$ cat src/rtl/issue_queue_sched.sv
// Single-issue, oldest-first scheduler for a 16-entry issue queue with tag wakeup.
// Optional IQ_WAKEUP_BYPASS_EN: same-cycle wakeup feeds selection (zero-cycle wakeup-to-issue).
module iq_entry #(
  parameter int OPCODE_WIDTH  = 7,
  parameter int TAG_WIDTH     = 6,
  parameter int AGE_WIDTH     = 5,
  parameter int PAYLOAD_WIDTH = 32
) (
  input  logic                     clk,
  input  logic                     rst_n,
  input  logic                     flush,
  input  logic                     wr,
  input  logic                     clr,
  input  logic                     dec,
  input  logic [OPCODE_WIDTH-1:0]  wr_op,
  input  logic [TAG_WIDTH-1:0]     wr_src1_tag,
  input  logic [TAG_WIDTH-1:0]     wr_src2_tag,
  input  logic                     wr_src1_rdy,
  input  logic                     wr_src2_rdy,
  input  logic [TAG_WIDTH-1:0]     wr_dst_tag,
  input  logic [PAYLOAD_WIDTH-1:0] wr_payload,
  input  logic [AGE_WIDTH-1:0]     wr_age,
  input  logic                     wakeup_valid,
  input  logic [TAG_WIDTH-1:0]     wakeup_tag,
  output logic                     valid,
  output logic                     ready,
  output logic [OPCODE_WIDTH-1:0]  op,
  output logic [TAG_WIDTH-1:0]     dst_tag,
  output logic [PAYLOAD_WIDTH-1:0] payload,
  output logic [AGE_WIDTH-1:0]     age
);
  logic [TAG_WIDTH-1:0] src1_tag, src2_tag;
  logic                 rdy1, rdy2, wk1, wk2;

  assign wk1 = wakeup_valid && (src1_tag == wakeup_tag);
  assign wk2 = wakeup_valid && (src2_tag == wakeup_tag);

`ifdef IQ_WAKEUP_BYPASS_EN
  assign ready = valid && (rdy1 || wk1) && (rdy2 || wk2);
`else
  assign ready = valid && rdy1 && rdy2;
`endif

  always_ff @(posedge clk or negedge rst_n) begin
    if (!rst_n) begin
      valid    <= 1'b0;
      rdy1     <= 1'b0;
      rdy2     <= 1'b0;
      op       <= '0;
      src1_tag <= '0;
      src2_tag <= '0;
      dst_tag  <= '0;
      payload  <= '0;
      age      <= '0;
    end else if (flush) begin
      valid <= 1'b0;
    end else if (wr) begin
      valid    <= 1'b1;
      rdy1     <= wr_src1_rdy;
      rdy2     <= wr_src2_rdy;
      op       <= wr_op;
      src1_tag <= wr_src1_tag;
      src2_tag <= wr_src2_tag;
      dst_tag  <= wr_dst_tag;
      payload  <= wr_payload;
      age      <= wr_age;
    end else begin
      if (clr)         valid <= 1'b0;
      if (valid && wk1) rdy1 <= 1'b1;
      if (valid && wk2) rdy2 <= 1'b1;
      if (dec)         age  <= age - 1'b1;
    end
  end
endmodule

module issue_queue_sched #(
  parameter int DEPTH         = 16,
  parameter int OPCODE_WIDTH  = 7,
  parameter int TAG_WIDTH     = 6,
  parameter int AGE_WIDTH     = 5,
  parameter int PAYLOAD_WIDTH = 32,
  localparam int IDXW         = $clog2(DEPTH),
  localparam int CNTW         = $clog2(DEPTH) + 1
) (
  input  logic                     clk,
  input  logic                     rst_n,
  input  logic                     flush,
  input  logic                     disp_valid,
  output logic                     disp_ready,
  input  logic [OPCODE_WIDTH-1:0]  disp_op,
  input  logic [TAG_WIDTH-1:0]     disp_src1_tag,
  input  logic [TAG_WIDTH-1:0]     disp_src2_tag,
  input  logic                     disp_src1_rdy,
  input  logic                     disp_src2_rdy,
  input  logic [TAG_WIDTH-1:0]     disp_dst_tag,
  input  logic [PAYLOAD_WIDTH-1:0] disp_payload,
  input  logic                     wakeup_valid,
  input  logic [TAG_WIDTH-1:0]     wakeup_tag,
  output logic                     issue_valid,
  input  logic                     issue_ready,
  output logic [OPCODE_WIDTH-1:0]  issue_op,
  output logic [TAG_WIDTH-1:0]     issue_dst_tag,
  output logic [PAYLOAD_WIDTH-1:0] issue_payload,
  output logic [IDXW-1:0]          issue_idx,
  output logic [CNTW-1:0]          count
);
  logic [DEPTH-1:0]                    ent_valid, ent_rdy, ent_wr, ent_clr, ent_dec;
  logic [DEPTH-1:0][OPCODE_WIDTH-1:0]  ent_op;
  logic [DEPTH-1:0][TAG_WIDTH-1:0]     ent_dst;
  logic [DEPTH-1:0][PAYLOAD_WIDTH-1:0] ent_pay;
  logic [DEPTH-1:0][AGE_WIDTH-1:0]     ent_age;

  logic                 disp_fire, iss_fire, sel_found;
  logic [IDXW-1:0]      sel_idx, free_idx;
  logic [AGE_WIDTH-1:0] sel_age, new_age;
  logic                 byp1, byp2;

  assign disp_ready = (count != CNTW'(DEPTH));
  assign disp_fire  = disp_valid && disp_ready;
  assign iss_fire   = sel_found && issue_ready;
  assign new_age    = AGE_WIDTH'(count) - AGE_WIDTH'(iss_fire);
  // A dispatching op whose source is being broadcast right now must not miss it.
  assign byp1       = disp_src1_rdy || (wakeup_valid && disp_src1_tag == wakeup_tag);
  assign byp2       = disp_src2_rdy || (wakeup_valid && disp_src2_tag == wakeup_tag);

  // Ages are unique among valid entries, so the minimum is a single entry.
  always_comb begin
    sel_found = 1'b0;
    sel_idx   = '0;
    sel_age   = '1;
    for (int i = 0; i < DEPTH; i++) begin
      if (ent_rdy[i] && (!sel_found || ent_age[i] < sel_age)) begin
        sel_found = 1'b1;
        sel_idx   = IDXW'(i);
        sel_age   = ent_age[i];
      end
    end
  end

  always_comb begin
    free_idx = '0;
    for (int i = DEPTH - 1; i >= 0; i--)
      if (!ent_valid[i]) free_idx = IDXW'(i);
  end

  always_comb begin
    for (int i = 0; i < DEPTH; i++) begin
      ent_wr[i]  = disp_fire && (free_idx == IDXW'(i));
      ent_clr[i] = iss_fire && (sel_idx == IDXW'(i));
      ent_dec[i] = iss_fire && ent_valid[i] && (ent_age[i] > sel_age);
    end
  end

  for (genvar g = 0; g < DEPTH; g++) begin : g_ent
    iq_entry #(
      .OPCODE_WIDTH (OPCODE_WIDTH),
      .TAG_WIDTH    (TAG_WIDTH),
      .AGE_WIDTH    (AGE_WIDTH),
      .PAYLOAD_WIDTH(PAYLOAD_WIDTH)
    ) u_ent (
      .clk          (clk),
      .rst_n        (rst_n),
      .flush        (flush),
      .wr           (ent_wr[g]),
      .clr          (ent_clr[g]),
      .dec          (ent_dec[g]),
      .wr_op        (disp_op),
      .wr_src1_tag  (disp_src1_tag),
      .wr_src2_tag  (disp_src2_tag),
      .wr_src1_rdy  (byp1),
      .wr_src2_rdy  (byp2),
      .wr_dst_tag   (disp_dst_tag),
      .wr_payload   (disp_payload),
      .wr_age       (new_age),
      .wakeup_valid (wakeup_valid),
      .wakeup_tag   (wakeup_tag),
      .valid        (ent_valid[g]),
      .ready        (ent_rdy[g]),
      .op           (ent_op[g]),
      .dst_tag      (ent_dst[g]),
      .payload      (ent_pay[g]),
      .age          (ent_age[g])
    );
  end

  assign issue_valid   = sel_found;
  assign issue_idx     = sel_found ? sel_idx : '0;
  assign issue_op      = sel_found ? ent_op[sel_idx]  : '0;
  assign issue_dst_tag = sel_found ? ent_dst[sel_idx] : '0;
  assign issue_payload = sel_found ? ent_pay[sel_idx] : '0;

  always_ff @(posedge clk or negedge rst_n) begin
    if (!rst_n)                     count <= '0;
    else if (flush)                 count <= '0;
    else if (disp_fire && !iss_fire) count <= count + 1'b1;
    else if (iss_fire && !disp_fire) count <= count - 1'b1;
  end
endmodule

$ cat config.mk
export PLATFORM = sky130hd
export DESIGN_NAME = issue_queue_sched
export DESIGN_NICKNAME = d
export VERILOG_FILES = /design/src/rtl/issue_queue_sched.sv
export SDC_FILE = /design/constraint.sdc
export NUM_CORES = 2
export LEC_CHECK = 0
export CAP_MARGIN = 20
export CORE_MARGIN = 1.5
export CORE_UTILIZATION = 35
export DETAILED_ROUTE_END_ITERATION = 7
export GPL_TIMING_DRIVEN = 0
export SYNTH_ARGS = -nofsm -noshare
export SYNTH_HDL_FRONTEND = slang
export SYNTH_SLANG_ARGS = --single-unit
$ cat constraint.sdc
create_clock -name clk -period 46.1 [get_ports clk]
set_input_delay 13.83 -clock clk [delete_from_list [all_inputs] [get_ports clk]]
set_output_delay 13.83 -clock clk [all_outputs]
set_load 0.03 [all_outputs]
Word-level counts from Yosys, hierarchy flattened
Cells that the tools add are included.
{ "totals": {"reg_bits": 1045, "inputBits": 71, "word_cells": 828, "out_inout_bits": 56} }
{ "op_classes": {"bitwise_logic": 1, "add_sub_neg": 19, "reduce_logical": 346, "n_mux": 220, "n_eq_ne": 65, "order_cmp": 32} }
{ "ops": {"columns": ["op", "count"], "rows": [
  ["$mux 5", 51],
  ["$eq 6x6->1", 34],
  ["$logic_and 1x1->1", 181],
  ["$mux 1", 129],
  ["$bmux 32 s4", 1],
  ["$reduce_and 2->1", 64],
  ["$mux 4", 31],
  ["$reduce_bool 2->1", 48],
  ["$sub 5x1->5 const B", 17],
  ["$gt 5x5->1", 16],
  ["$lt 5x5->1", 15],
  ["$eq 4x4->1 const B", 16],
  ["$mux 32", 2],
  ["$reduce_bool 3->1", 17],
  ["$eq 4x3->1 const B", 8],
  ["$bmux 7 s4", 1],
  ["$bmux 6 s4", 1],
  ["$logic_not 1->1", 17],
  ["$logic_or 1x1->1", 17],
  ["$eq 4x2->1 const B", 4],
  ["$mux 7", 2],
  ["$mux 6", 2],
  ["$eq 4x1->1 const B", 2],
  ["$logic_not 4->1", 2],
  ["5 further kinds", 5]
]} }

Depth between registers and ports, before layout
{ "logic_depth": {"word_depth": 68, "ltp_mapped": 153, "depth_no_buf": 146} }

By module
Synthesis repeated with hierarchy kept, for this count alone.
{ "unflattened": {"hier_cells": 5105, "hier_area_um2": 56374.1} }
{ "by_module_without_submodules": {"columns": ["module", "cells_each", "instances", "area_each_um2"], "rows": [
  ["iq_entry", 185, 16, 2688.8],
  ["issue_queue_sched", 2145, 1, 13352.8]
]} }

Worst setup path after synthesis
Ideal clock, no wire load.
{ "synth_timing": {"kind": "flip-flop to output port", "from": "register g_ent[0].u_ent.valid", "to": "output issue_dst_tag[4]", "n_path_buf": 8, "t_arrival_ns": 25.620, "path_stages_with_launch": 138, "slack_ns": 6.650, "cell_sequence": "dfrtp_1 -> buf_2 -> nand3_1 -> nor2_1 -> ha_1 -> and3b_1 -> a311oi_2 -> nor3_1 -> or2_1 -> buf_2 -> a21oi_1 -> inv_1 -> ha_1 -> a21o_1 -> a21oi_1 -> a31oi_1 -> or2_2 -> o21ai_0 -> [... 102 more ...] -> o211ai_1 -> a211oi_1 -> nor2_1 -> a21oi_1 -> ha_1 -> a21oi_1 -> a31oi_1 -> nand3_1 -> o31ai_2 -> buf_2 -> nor2_2 -> a211oi_1 -> inv_2 -> clkbuf_1 -> buf_1 -> nand3_1 -> a21oi_1 -> nor4_1"} }
{ "synth_between": {"elab_chain_len": 66, "word_cells_on_any_way": 111, "cone_classes": "order compare: 15; mux: 49; reduce/logical: 47"} }
{ "synth_rtl": {"columns": ["element", "line_no", "source"], "rows": [
  ["start: declaration", "25", "output logic valid,"],
  ["start signal: assignment", "46", "valid <= 1'b0;"],
  ["start signal: assignment", "56", "valid <= 1'b0;"],
  ["start signal: assignment", "58", "valid <= 1'b1;"],
  ["$logic_and 1x1->1 (*) (2 in a row)", "41", "assign ready = valid && rdy1 && rdy2;"],
  ["$mux 5 / $mux 1 (equally long branches)", "132", "if (ent_rdy[i] && (!sel_found || ent_age[i] < sel_age)) begin"],
  ["$lt 5x5->1 / $logic_not 1->1 (equally long branches)", "132", null],
  ["$logic_or 1x1->1", "132", null],
  ["$logic_and 1x1->1", "132", null],
  ["$mux 5 / $mux 1 (equally long branches)", "132", null],
  ["$lt 5x5->1 / $logic_not 1->1 (equally long branches)", "132", null],
  ["$logic_or 1x1->1", "132", null],
  ["[... 49 more ...]", null, null],
  ["$mux 5 / $mux 1 (equally long branches)", "132", null],
  ["$lt 5x5->1 / $logic_not 1->1 (equally long branches)", "132", null],
  ["$logic_or 1x1->1", "132", null],
  ["$logic_and 1x1->1", "132", null],
  ["$mux 4", "132", null],
  ["$bmux 6 s4", "189", "assign issue_dst_tag = sel_found ? ent_dst[sel_idx] : '0;"],
  ["$mux 6 (not written as such)", "189", null],
  ["$mux 6 (*)", "189", null],
  ["end: declaration", "102", "output logic [TAG_WIDTH-1:0] issue_dst_tag,"]
]} }
Mark *: on every way between the ends. The rest lies on a longest branch, timed or not. The select of a mux whose other input is x is not followed.

Worst setup path after layout
{ "layout_timing": {"from": "register g_ent[0].u_ent.valid", "to": "output issue_payload[31]"} }
{ "layout_between": {"elab_chain_len": 66, "word_cells_on_any_way": 111, "cone_classes": "order compare: 15; mux: 49; reduce/logical: 47"} }
{ "layout_rtl": {"columns": ["element", "line_no", "source"], "rows": [
  ["$logic_and 1x1->1 (*) (2 in a row)", "41", null],
  ["$mux 5 / $mux 1 (equally long branches)", "132", null],
  ["$lt 5x5->1 / $logic_not 1->1 (equally long branches)", "132", null],
  ["$logic_or 1x1->1", "132", null],
  ["$logic_and 1x1->1", "132", null],
  ["$mux 5 / $mux 1 (equally long branches)", "132", null],
  ["$lt 5x5->1 / $logic_not 1->1 (equally long branches)", "132", null],
  ["$logic_or 1x1->1", "132", null],
  ["[... 49 more ...]", null, null],
  ["$mux 5 / $mux 1 (equally long branches)", "132", null],
  ["$lt 5x5->1 / $logic_not 1->1 (equally long branches)", "132", null],
  ["$logic_or 1x1->1", "132", null],
  ["$logic_and 1x1->1", "132", null],
  ["$mux 4", "132", null],
  ["$bmux 32 s4", "190", "assign issue_payload = sel_found ? ent_pay[sel_idx] : '0;"],
  ["$mux 32 (not written as such)", "190", null],
  ["$mux 32 (*)", "190", null],
  ["end: declaration", "103", "output logic [PAYLOAD_WIDTH-1:0] issue_payload,"]
]} }
Marked as above.

==> metrics.txt <==
status finished with violations; failing checks design-rule violations; critical path class register to output port; post-synthesis cell type count 108; drt first pass iters 8; fillers 15800; final core occ 0.411; DR vias 49600; Synth area leader dfrtp_1; Final Max Slew Viols 0; Horiz. Die Dim 406 um; root buffer cell clkbuf_16; Core ar. 0.161 mm2; Starting DRT DRC Count 5412; Post-Syn Area 0.0569 mm2; Max clock buf depth 3; Die Ht 406 um; P_leak 0.0313 uW; die area 0.165 mm2; cell area after layout 0.0663 mm2; post-route ant nets 0; Rel. slew slack 0.162; Mapped Nets 6065; PortBufs 119; post-synthesis mux area share 0.166; cell count after synthesis 5894; crit start category register; vias per cell 5.87; Worst Skew 0.0806 ns; Clock Latency Late Sink 0.79 ns; Compound-Gate Fraction of Synth Area 0.102; CP required 32.27 ns; post-synthesis sequential area ratio 0.459; Simple-Gate Fraction of Synth Area 0.177; WL/cell 27.0 um; io pins 127; worst reg2reg setup slack 15.67 ns; first-pass GRT wire length 328000 um; RD Place Congestion 0.978; Min-Delay Path Class register to register; Cell Pwr Density 37.8 mW/mm2; Most used DFF post-synth dfrtp_1; TritonCTS clock tree built; CP max-delay cell clkdlybuf4s50_1; largest net degree at the start of global routing 161; DPL Wire Length 157000 um; Area contributors post-synth dfrtp_1 (46%), mux2_2 (16%), nand2_1 (8.6%); FFs w/ async S/R, synth 1.00; # rows 147; GRT Total Usage 0.271; Yosys reg bits 1045; Avg Cell Area, Syn 9.66 um2; initial antenna violation count 17; Post-DP Area 0.0616 mm2; CTS Buf Count 110; Nets 6352; Area Growth Syn to Fin 16.4%; Slew @ Worst Pin 1.26 ns; most used cell along the critical path ha_1; post-synth top area share 0.459; Max VDD drop 0.0375 mV; CTS clock-pin slew for the worst setup and hold paths 0.07 ns; CTS Sinks 1045; final wirelength 228000 um; xor and xnor area share after synthesis 0.0351; Adder-Cell Fraction of Synth Area 0.0238; Tmin final 44.13 ns; Post-synth top cells nand2_1 (1303), dfrtp_1 (1045), mux2_2 (813); Max Clk Rate 22.7 MHz; cell with the most instances after synthesis nand2_1; max-cap viol count 0; EDFF count, synth 0; gr ovfl total 0; fin crit share 0.957; share of cells above drive strength 1 0.206; htree depth 3; dominant combinational cell family by area after synthesis simple AND/OR/NAND/NOR gates; CP Capture Type output port; Hold Fails Final Rpt 0; CP max FO 10; endpoints failing setup 0; Syn. warnings 0; number of global-route vias before repair 47400; Initial Util 0.353; number of remaining DRC errors 2; slowest stage delay, CP 0.73 ns; Worst EP arrival 30.30 ns
-- worst paths after layout --
path / startpoint / to / cells after the start
setup reg to reg: g_ent[0].u_ent.valid / g_ent[2].u_ent.age[3] / 142
max in group asynchronous: rst_n / g_ent[8].u_ent.src2_tag[2] / 5
hold / removal: g_ent[3].u_ent.payload[21] / g_ent[3].u_ent.payload[21] / 2
setup / recovery: g_ent[0].u_ent.valid / issue_payload[31] / 139
min in group asynchronous: rst_n / g_ent[8].u_ent.payload[2] / 1
hold reg to reg: g_ent[3].u_ent.payload[21] / g_ent[3].u_ent.payload[21] / 2
-- stage by stage --
step	power [uW]	hold WS [ns]	TNS [ns]	worst slack, ns	instances
after floorplan	1310	0.446	0	6.65	5894
after global placement	1510	0.459	-	-17.86	8173
after detailed placement	1530	0.463	-10.03	-0.720	8214
after CTS	2490	0.479	0	0.0324	8428
after global routing	2590	0.496	-0.140	-0.0935	8437
final	2510	0.478	0	1.97	8449
-- registers in the layout, indices dropped and copies added, names as in the netlist --
signal,flops
count,5
g_ent.u_ent.age,80
g_ent.u_ent.dst_tag,96
g_ent.u_ent.op,112
g_ent.u_ent.payload,512
g_ent.u_ent.rdy1,16
g_ent.u_ent.rdy2,16
g_ent.u_ent.src1_tag,96
g_ent.u_ent.src2_tag,96
g_ent.u_ent.valid,16
-- layout by cell type, fill, tap and decap left out, types with 105 or more instances in the layout --
master	synthesis	final
clkbuf_16	0	110
dfrtp_1	1045	1045
nor2_1	160	150
a21oi_1	275	274
mux2_2	813	813
clkbuf_1	371	341
o21ai_0	126	119
nand2_1	1303	1300
xnor2_1	123	121
inv_1	105	105
nand3_1	374	373
-- report_power, final --
group | total (uW) | switching, uW | leakage (uW) | internal, uW
Combinational | 504 | 339 | 0.0152 | 165
Sequential | 1030 | 44.6 | 0.0142 | 984
Clock | 975 | 415 | 0.00196 | 560
Total | 2510 | 799 | 0.0313 | 1710
-- cells by family (layout without fill, tap and decap cells) --
kind of cell / Yosys count / after routing
XOR/XNOR: 227 / 227
flip-flops: 1045 / 1045
AND/OR/NAND/NOR: 2274 / 2274
adder cells (fa/ha/maj): 109 / 109
other: 0 / 12
buffers and inverters: 539 / 922
AO/OA/AOI/OAI: 857 / 857
multiplexers: 843 / 843
-- layer usage --
metal | global-route usage | routed length, um | vias up
met4 | 0.130 | 12800 | 14
met2 | 0.418 | 101000 | 2666
met5 | 0 | 89 | -
met1 | 0.358 | 92900 | 25000
li1 | - | - | 21300
met3 | 0.0613 | 21300 | 663
-- what timing repair did --
action,CTS,global route
resized for setup,28,203
cloned,0,0
setup buffers,6,4
hold endpoints to repair,0,0
pin swaps,1,4
hold buffers,0,0
endpoints found under the setup margin,47,49
-- layout make-up --
class / count / area (um2) / share of cell area
timing repair buffer: 175 / 2140 / 0.0323
multi-input combinational: 4310 / 29100 / 0.439
sequential: 1045 / 26200 / 0.395
clock buffer: 159 / 3290 / 0.0496
clock inverter: 49 / 689 / 0.0104
inverter: 109 / 409 / 0.00617
buffer: 430 / 1760 / 0.0266
antenna: 12 / 30.0 / 0.000453
tap: 2160 / 2700 / 0.0408
-- worst max-delay path, delay by kind of cell (launching register included) --
kind            cells  cell delay (ns)
flops               1             0.33
simple gates       36             6.06
compound gates     57            13.35
fa+ha+maj          15             4.25
mux                 4             1.07
buf+inv            27             4.44
Note: power is estimated with default switching activity, not from simulation.
